File: src/rtl/score_keeper.sv
// Score keeper: responds to sticky collision requests with sticky acks, keeps
// score and lives, and sequences the PLAY / FLASH / OVER game states.
module score_keeper #(
  parameter int unsigned COIN_PTS     = 5,
  parameter int unsigned STOMP_PTS    = 10,
  parameter int unsigned HIT_PENALTY  = 2,
  parameter int unsigned MAX_SCORE    = 999,
  parameter int unsigned START_LIVES  = 3,
  parameter int unsigned FLASH_FRAMES = 60
) (
  input  logic       frame_clk,
  input  logic       reset,
  input  logic       coin1_d,
  input  logic       coin2_d,
  input  logic       coin3_d,
  input  logic       goomba1_d1,
  input  logic       goomba1_d2,
  output logic       score_addedc1,
  output logic       score_addedc2,
  output logic       score_addedc3,
  output logic       score_addedg1,
  output logic [9:0] score,
  output logic [1:0] lives,
  output logic       award_pulse,
  output logic       hit_flash,
  output logic       game_over
);

  localparam int unsigned CNT_W = $clog2(FLASH_FRAMES + 1);
  localparam logic [10:0] COIN11  = 11'(COIN_PTS);
  localparam logic [10:0] STOMP11 = 11'(STOMP_PTS);
  localparam logic [10:0] PEN11   = 11'(HIT_PENALTY);
  localparam logic [10:0] MAX11   = 11'(MAX_SCORE);

  typedef enum logic [1:0] {PLAY, FLASH, OVER} state_t;

  state_t           state, state_nxt;
  logic [CNT_W-1:0] flash_cnt, flash_cnt_nxt;
  logic [9:0]       score_nxt;
  logic [1:0]       lives_nxt;
  logic [3:0]       acks_nxt;
  logic             pulse_nxt;
  logic [4:0]       pending;
  logic [10:0]      coin_sum, stomp_sum, coin_sat, stomp_sat, hit_res;

  // stomp and hit share the goomba 1 ack, so the first one serviced locks out the other
  assign pending = {coin1_d    & ~score_addedc1,
                    coin2_d    & ~score_addedc2,
                    coin3_d    & ~score_addedc3,
                    goomba1_d1 & ~score_addedg1,
                    goomba1_d2 & ~score_addedg1};

  assign coin_sum  = {1'b0, score} + COIN11;
  assign stomp_sum = {1'b0, score} + STOMP11;
  assign coin_sat  = (coin_sum  > MAX11) ? MAX11 : coin_sum;
  assign stomp_sat = (stomp_sum > MAX11) ? MAX11 : stomp_sum;
  assign hit_res   = ({1'b0, score} >= PEN11) ? ({1'b0, score} - PEN11) : '0;

  assign hit_flash = (state == FLASH);
  assign game_over = (state == OVER);

  always_comb begin
    state_nxt     = state;
    flash_cnt_nxt = flash_cnt;
    score_nxt     = score;
    lives_nxt     = lives;
    acks_nxt      = {score_addedc1, score_addedc2, score_addedc3, score_addedg1};
    pulse_nxt     = 1'b0;

    if (state == FLASH) begin
      if (flash_cnt == '0) state_nxt = PLAY;
      else                 flash_cnt_nxt = flash_cnt - CNT_W'(1);
    end

    if (state != OVER) begin
      if (pending[4]) begin
        acks_nxt[3] = 1'b1;
        score_nxt   = coin_sat[9:0];
        pulse_nxt   = 1'b1;
      end else if (pending[3]) begin
        acks_nxt[2] = 1'b1;
        score_nxt   = coin_sat[9:0];
        pulse_nxt   = 1'b1;
      end else if (pending[2]) begin
        acks_nxt[1] = 1'b1;
        score_nxt   = coin_sat[9:0];
        pulse_nxt   = 1'b1;
      end else if (pending[1]) begin
        acks_nxt[0] = 1'b1;
        score_nxt   = stomp_sat[9:0];
        pulse_nxt   = 1'b1;
      end else if (pending[0]) begin
        acks_nxt[0] = 1'b1;
        score_nxt   = hit_res[9:0];
        pulse_nxt   = 1'b1;
        // a hit during FLASH costs points only; lives and the window are untouched
        if (state == PLAY) begin
          if (lives <= 2'd1) begin
            lives_nxt = '0;
            state_nxt = OVER;
          end else begin
            lives_nxt     = lives - 2'd1;
            state_nxt     = FLASH;
            flash_cnt_nxt = CNT_W'(FLASH_FRAMES - 1);
          end
        end
      end
    end
  end

  always_ff @(posedge frame_clk) begin
    if (reset) begin
      state         <= PLAY;
      flash_cnt     <= '0;
      score         <= '0;
      lives         <= 2'(START_LIVES);
      award_pulse   <= 1'b0;
      score_addedc1 <= 1'b0;
      score_addedc2 <= 1'b0;
      score_addedc3 <= 1'b0;
      score_addedg1 <= 1'b0;
    end else begin
      state         <= state_nxt;
      flash_cnt     <= flash_cnt_nxt;
      score         <= score_nxt;
      lives         <= lives_nxt;
      award_pulse   <= pulse_nxt;
      score_addedc1 <= acks_nxt[3];
      score_addedc2 <= acks_nxt[2];
      score_addedc3 <= acks_nxt[1];
      score_addedg1 <= acks_nxt[0];
    end
  end

endmodule

File: config.mk
export PLATFORM = sky130hd
export DESIGN_NAME = score_keeper
export DESIGN_NICKNAME = d
export VERILOG_FILES = /design/src/rtl/score_keeper.sv
export SDC_FILE = /design/constraint.sdc
export NUM_CORES = 1
export LEC_CHECK = 0
export ABC_AREA = 0
export BUFFER_PORTS_ARGS = -buffer_cell sky130_fd_sc_hd__buf_2
export CAP_MARGIN = 20
export CORE_ASPECT_RATIO = 0.75
export CORE_MARGIN = 2
export CORE_UTILIZATION = 50
export CTS_BUF_LIST = sky130_fd_sc_hd__clkbuf_16
export CTS_CLUSTER_SIZE = 28
export DETAILED_ROUTE_END_ITERATION = 10
export PLACE_DENSITY = 0.81
export SYNTH_ARGS = -nofsm -noshare
export SYNTH_HDL_FRONTEND = slang
export SYNTH_SLANG_ARGS = --single-unit
File: constraint.sdc
create_clock -name frame_clk -period 4.9 [get_ports frame_clk]
set_input_delay 0.49 -clock frame_clk [delete_from_list [all_inputs] [get_ports frame_clk]]
set_output_delay 0.49 -clock frame_clk [all_outputs]
set_load 0.05 [all_outputs]
==> results.md, run 1 <==
- Comb pwr share: between 40% and 50%
- Cell-internal power: between 0.0004 and 0.0005 W
- Worst-path clk slew: 0.07 ns
- Setup TNS: 0 ns
- CP bufs+invs: 0
- Reg2reg start: score[3]
- Slew Limit Fails: 0
- Dpl hpwl: 3908 um
- GR Util met1: between 30% and 40%
- Max-cap violation count: 0
- Seq/Total Area, Yosys: 24.72%
- Top-area cell type share of the netlist area: roughly a quarter
- Startpoint Class: flip-flop
- CP top delay family: simple AND/OR/NAND/NOR gates
- Post-synth ARST share: 0%
- Yosys reg bits: 25
- Initial antenna violation count: 0
- Met2 usage: between 30% and 40%
- Avg Inst Size Synth: 7.362 um^2
- Sequential power share: a little over a third
- Setup CP Type: flip-flop to flip-flop
- GRT Resource Usage Total: 23.74%
- Most crowded layer after global routing: met2
- Clock root buffer: clkbuf_16
- Max Clock Freq: roughly 0.36 GHz
- Core box area: between 0.003 and 0.004 mm^2
- HP Class: input port to flip-flop
- Met3 GRT Util: under 10%
- Worst reg2reg setup slack: 2.10 ns
- Syn nets: ~290
- Unique masters post-synth: slightly above 60
- Number of diodes: 0
- Hold Slack: roughly 0.47 ns
- WL/cell: around 15 um
- Sink Count: 25
- Layout cells sized above 1: a little over an eighth
- First-pass GRT wire length: 8687 um
- Slew @ Worst Pin: 0.8615 ns
- Worst rel slew slack: a little over two fifths
- P per Cell Area: between 300 and 400 mW/mm^2
- Hold path depth: 3
- Power Total: 0.0008399 W
- Post-Place Worst Slack: 2.228 ns
- Worst hold start: coin2_d
- Hold Path End: score_addedc2
- Layout area overhead: 10.26%
- Clock period minus final worst setup slack: about 2.8 ns
- Setup repair after global routing missed its margin: false
- Die height: around 59 um
- Terminus of the critical flop-to-flop path: score[2]
- Crit Path Max Fanout: 24
- Clock Latency Late Sink: between 0.2 and 0.3 ns
- Commonest cells after routing, fill and taps aside: 29 x nand2_1, 27 x nor2_1, 25 x a21oi_1, 25 x dfxtp_1, 25 x buf_2
- Hold bufs inserted after CTS: 0
- Placed Instances: 340
- Setup violators final: 0
- Status: finished, final reports clean
- DRT Wirelength: 5294 um
- Max IR drop VDD: ~210 uV
- Worst path slowest cell: dfxtp_1
- Buffers on Ports: 25
- Rows: 19
- Htree depth: 1
- Die X: 77.48 um
- Clock power share: 21.8%
- Synth Instances: approximately 280
- WP data required: 5.08 ns
- CP peak stage delay: a little under 0.9 ns
- CP endpoint kind: flip-flop
- Post-Syn Area: between 0.002 and 0.0025 mm^2
- Post-synth EDFFs: 0
- Crit share post-route: 57.20%
- Final ANT Viol Nets: 0
- Critical-path cell list: o21ai_1 -> nor2_1 -> xnor2_1 -> or4_4 -> o21ai_4 -> nor4_1 -> nor4_2
- Vias after detailed routing: 2119
- Die area: 0.004579 mm^2
- First drt pass iteration count: 5
- TritonCTS Buffers: 3
- Synth area leader: dfxtp_1
- GP Congestion: 0.9924
- Vias per Instance: roughly 6.2
- Nets: ~310
- Post-CTS Repair Setup Buffers: 0
- Starting Density: between 50% and 60%
- Vias in the first global route: ~1800
- Synth Flop Type: dfxtp_1
- Commonest non-fill, non-tap cell in the layout: nand2_1
- Switching Fraction: around 45%
- NetSw: about 0.00038 W
- CTS Buffer Depth: 2
- DRC viols: 0
- Yosys warnings: 0
- I/O pins: 26
- Clock Skews: between 0.007 and 0.008 ns
- Gr ovfl total: 0
- Fin. Hold Viols: 0
- Largest cells by area after synthesis: dfxtp_1 25%, a21oi_1 6.2%, ha_1 5.6%
- Reg2Reg Depth: 7
- Data arrival, critical path: roughly 3.0 ns
- CTS tree: built
- Final worst slack: 2.097 ns
- LEAKAGE: 0.8835 nW
- Largest net degree at the start of global routing: 25
- Starting DRT DRC Count: between 200 and 250
- Non-Filler Instances: ~340
- CTS resizes: 0
-- worst max path at each step --
stage                   from        to  slack [ns]  cells after the start
floorplan           score[0]  score[2]        2.17                      9
global placement    score[2]  score[2]        2.27                      9
detailed placement  score[2]  score[2]        2.23                      9
CTS                 score[3]  score[2]        2.19                      7
global route        score[2]  score[4]        1.88                      9
finish              score[3]  score[2]        2.10                      7
-- tightest hold or removal path, cell delays in order --
cell and delay [ns]:
buf_2 0.08, a21oi_1 0.05, nor2_1 0.07
-- per-layer routing --
metal | vias to the layer above | part of all wire [%]
li1 | 1039 | -
met1 | 945 | 47
met2 | 118 | 41
met3 | 17 | 10
met4 | 0 | 2.0
met5 | - | 0
-- through the flow --
| stage | instance area [um^2] | util [%] |
|---|---|---|
| floorplan | 2024 | - |
| global placement | 2153 | 56.97 |
| detailed placement | 2153 | 56.97 |
| CTS | 2232 | 59.05 |
| global route | 2232 | 59.05 |
| finish | 2232 | 59.05 |
-- flip-flops by register name (all words and copies together) (netlist names) --
| signal | cells |
|---|---|
| award_pulse | 1 |
| flash_cnt | 6 |
| lives | 2 |
| score | 10 |
| score_addedc1 | 1 |
| score_addedc2 | 1 |
| score_addedc3 | 1 |
| score_addedg1 | 1 |
| state | 2 |
-- cells in the mapped netlist, types with 2 or more instances --
cell	count
xor2_1	4
o2bb2ai_1	3
ha_1	9
dfxtp_1	25
and3_1	3
a21oi_1	25
nor2b_1	7
o21ai_0	15
nand2_1	29
nor2_1	27
nor4_1	5
a32oi_1	2
o21ai_1	6
or3_1	2
nor3b_1	2
buf_2	4
o2111ai_1	2
o22a_1	2
a221oi_1	2
a31oi_1	7
inv_1	14
nor4_2	2
and4_1	2
nor4b_1	2
nand2b_1	5
xnor2_1	8
nor3_1	9
a21boi_0	2
clkbuf_1	4
nand3_1	7
buf_4	4
a21o_1	3
nand4_1	2
o211ai_1	3
-- power by group through the flow --
stage / logic [W] / registers, W / clock network [W]
after floorplan: 0.000262 / 0.000317 / 0
after global placement: 0.000346 / 0.000297 / 0
after detailed placement: 0.000351 / 0.000298 / 0
after CTS: 0.000354 / 0.000293 / 0.000187
after global routing: 0.000393 / 0.000303 / 0.000192
final: 0.000361 / 0.000296 / 0.000183
-- area by class of cell --
cell class,instances,area (um^2)
fillers,334,1548
flip-flops and latches,25,500.5
repair buffers,26,132.6
well taps,52,65.06
clock buffers,3,75.07
clock inverters,1,3.754
multi-input cells,221,1395
inverters,16,60.06
-- logic make-up after synthesis --
| logic type | Yosys count | share of synthesized area (%) |
|---|---|---|
| mux | 1 | 0.5562 |
| compound gates | 89 | 29.54 |
| buf+inv | 29 | 6.365 |
| xor+xnor | 12 | 5.192 |
| fa+ha+maj | 9 | 5.563 |
| simple gates | 110 | 28.06 |
| flops | 25 | 24.72 |
Power figures use the tool's default switching activity.
==> run 2, diff against run 1 <==
Settings changed: ABC_AREA 0 to 1, PLACE_DENSITY 0.81 to 0.84.
Clock period 4.9 ns to 2.35 ns, I/O delays scaled along.
==> run 2 against run 1 <==
Total power rose by 100%. Synthesized area fell by 2.1%. Setup slack got worse by 1.8 ns. Hold slack got worse by 0.23 ns. Core utilization rose by 0.22 points. Via count rose by 2.2%. Wire length fell by 4.7%. Global-route usage fell by 0.78 points. Critical path depth rose by 6. Flip-flop and latch count did not move. Fmax rose by 34%. Critical endpoint is now score[6]. Largest cell class unchanged.
==> results.md, run 2 <==
- Filler Cells Inserted: 350 (+4.8%)
- CTS Buffer Depth: 2 (unchanged)
- Power Total: 0.001711 W (+100%)
- Worst-path clk slew: 0.06 ns (about the same)
- Hold bufs inserted after CTS: 0 (unchanged)
- DRT Wirelength: 5047 um (-4.7%)
- Starting Density: 53.10% (-0.46 points)
- Status: finished, final reports clean
- Max-cap violation count: 0 (unchanged)
- Initial antenna violation count: 0 (unchanged)
- Yosys warnings: 0 (unchanged)
- Die X: 76.70 um (-1.0%)
- Setup repair after global routing missed its margin: false
- Worst rel slew slack: 71.04% (+29 points)
- Number of diodes: 0 (unchanged)
- Largest register by flop count: score
- Sink Count: 25 (unchanged)
- Max IR drop VDD: 464.8 uV (+120%)
- Final Cell Area: 0.002212 mm^2 (-0.90%)
- Post-Syn Area: 0.001982 mm^2 (-2.1%)
- Largest cells by area after synthesis: dfxtp_1 25%, nand2_1 16%, inv_1 8.5%
- Buffers on Ports: 25 (unchanged)
- Post-synth EDFFs: 0 (unchanged)
- Nets: 361 (+17%)
- Reg2Reg Depth: 13 (+6)
- Post-DP Area: 0.002132 mm^2 (-0.99%)
- Die area: 0.004489 mm^2 (-2.0%)
- Slew @ Worst Pin: 0.4338 ns (-0.4277 ns)
- CP endpoint kind: flip-flop
- Non-Filler Instances: 396 (+15%)
- Starting DRT DRC Count: 228 (-4.2%)
- CP Capture Point: score[6]
- Top-area cell type share of the netlist area: 25.25% (+0.53 points)
- P per Cell Area: 773.6 mW/mm^2 (+110%)
- Largest registers: score (10), flash_cnt (6)
- Clock period minus final worst setup slack: 2.086 ns (-0.7172 ns)
- Crit Path Max Fanout: 8 (-67%)
- Synth Instances: 321 (+17%)
- Reg2reg start: score[1]
- Switching Fraction: 45.60% (+0.68 points)
- Sequential power share: 32.0% (-3.2 points)
- Commonest non-fill, non-tap cell in the layout: nand2_1
- Final ANT Viol Nets: 0 (unchanged)
- Dpl hpwl: 3778 um (-3.3%)
- GP Congestion: 0.9890 (-0.34%)
- Unique masters post-synth: 28 (-54%)
- Flip-flop count of the largest register after layout: 10 (unchanged)
- Crit share post-route: 88.75% (+32 points)
- GRT Resource Usage Total: 22.96% (-0.78 points)
- First drt pass iteration count: 6 (+1)
- TritonCTS Buffers: 3 (unchanged)
- Critical path depth in cells: 13 (+6)
- Vias per Instance: 5.467 (-11%)
- CP peak stage delay: 0.41 ns (-0.47 ns)
- Vias after detailed routing: 2165 (+2.2%)
- Largest net degree at the start of global routing: 16 (-36%)
- First-pass GRT wire length: 8266 um (-4.8%)
- Clock Skews: 0.001943 ns (-0.005592 ns)
- Terminus of the critical flop-to-flop path: score[6]
- HP Class: input port to flip-flop
- Die height: 58.53 um (-0.98%)
- CTS tree: built
- Clock root buffer: clkbuf_16
- Setup violators final: 0 (unchanged)
- CTS resizes: 0 (unchanged)
- Synth area leader: dfxtp_1
- Synth Flop Type: dfxtp_1
- Syn nets: 337 (+16%)
- Post-synth ARST share: 0% (unchanged)
- LEAKAGE: 1.121 nW (+27%)
- DRC viols: 0 (unchanged)
- Clock Latency Late Sink: 0.26 ns (about the same)
- Comb pwr share: 45.8% (+2.9 points)
- Most common cell in the netlist: nand2_1
- Synth top cells by count: 87 x nand2_1, 45 x inv_1, 27 x nand3_1
- Gr ovfl total: 0 (unchanged)
- Layout cells sized above 1: 14.24% (+0.55 points)
- Setup TNS: 0 ns (unchanged)
- Yosys reg bits: 25 (unchanged)
- Most frequent CP cell: nand2_1
- NetSw: 0.0007804 W (+110%)
- Critical-path cell list: inv_1 -> ha_1 -> nand2_1 -> nand3_1 -> nand2_1 -> nor2_1 -> nor2_1 -> nand3_2 -> nand3_2 -> nor2_2 -> nand2_1 -> nand2_1 -> a21oi_1
- Placed Instances: 392 (+15%)
- I/O pins: 26 (unchanged)
- CP top delay family: simple AND/OR/NAND/NOR gates
- Fin. Hold Viols: 0 (unchanged)
- Slew Limit Fails: 0 (unchanged)
- Cell-internal power: 0.0009309 W (+100%)
- WP data required: 2.49 ns (-2.59 ns)
- CP bufs+invs: 1 (+1)
- Layout area overhead: 11.62%
- Vias in the first global route: 1823 (+0.55%)
- Clock power share: 22.1% (+0.3 points)
- WL/cell: 12.74 um (-17%)
- Data arrival, critical path: 2.22 ns (-0.76 ns)
- Worst path slowest cell: dfxtp_2
- Avg Inst Size Synth: 6.174 um^2 (-16%)
- Post-CTS Repair Setup Buffers: 0 (unchanged)
- Htree depth: 1 (unchanged)
- Seq/Total Area, Yosys: 25.25% (+0.53 points)
- Setup CP Type: flip-flop to flip-flop
- Core box area: 0.003732 mm^2 (-1.3%)
- Beginning of the critical path: score[1]
- Commonest cells after routing, fill and taps aside: 87 x nand2_1, 46 x inv_1, 27 x nand3_1
- Rows: 19 (unchanged)
- Max Clock Freq: 0.4795 GHz (+34%)
- Worst reg2reg setup slack: 0.26 ns (-1.83 ns)
- Startpoint Class: flip-flop
[run 2: final cells by class]
| class | count | area (um^2) | share of cell area [%] |
|---|---|---|---|
| Clock inverter | 1 | 3.754 | 0.1697 |
| Clock buffer | 3 | 75.07 | 3.394 |
| Tap cell | 52 | 65.06 | 2.941 |
| Multi-Input combinational cell | 239 | 1242 | 56.17 |
| Timing Repair Buffer | 27 | 140.1 | 6.335 |
| Inverter | 49 | 183.9 | 8.314 |
| Sequential cell | 25 | 501.7 | 22.68 |
[run 2: power groups by stage]
stage	Sequential (W)	Combinational [W]	Clock, W
4_1_cts	0.000545	0.000768	0.000379
3_5_place_dp	0.000554	0.000761	0
3_3_place_gp	0.000555	0.000754	0
2_1_floorplan	0.000658	0.000494	0
6_report	0.000548	0.000784	0.000379
5_1_grt	0.000556	0.000860	0.000403
[run 2: through the flow]
step	hold slack, ns	setup slack, ns	util (%)
global placement	0.4578	0.1900	57.12
floorplan	0.3041	0.1230	-
finish	0.2351	0.2645	59.27
CTS	0.2297	0.1638	59.24
global route	0.2443	0.1278	59.27
detailed placement	0.4630	0.1982	57.12
[run 2: logic make-up (layout without fill, tap and decap cells)]
group,Yosys count,in the layout,share of synthesized area [%]
buffers and inverters,57,80,12.06
AO/OA/AOI/OAI,54,54,14.58
AND/OR/NAND/NOR,163,163,36.68
adder cells (fa/ha/maj),9,9,5.682
XOR/XNOR,13,13,5.745
flip-flops,25,25,25.25
[run 2: tightest hold or removal path: stages]
cell and delay, ns:
buf_2 0.10, nand2_1 0.06, a21oi_1 0.05
[run 2: layer usage]
| layer | vias to the layer above | share of wire [%] | track usage [%] |
|---|---|---|---|
| li1 | 1078 | - | - |
| met1 | 945 | 47 | 33.02 |
| met2 | 130 | 41 | 33.58 |
| met3 | 12 | 11 | 6.748 |
| met4 | 0 | 1.2 | 6.234 |
| met5 | - | 0 | 0 |
[run 2: how the worst min path moves through the flow]
stage                        startpoint       endpoint  slack (ns)  depth (start not counted)
after detailed placement  score_addedc1  score_addedc1        0.46                          2
after global routing            coin1_d  score_addedc1        0.24                          3
after CTS                       coin1_d  score_addedc1        0.23                          3
after global placement    score_addedc1  score_addedc1        0.46                          2
after floorplan                   reset  score_addedg1        0.30                          1
final                           coin1_d  score_addedc1        0.24                          3
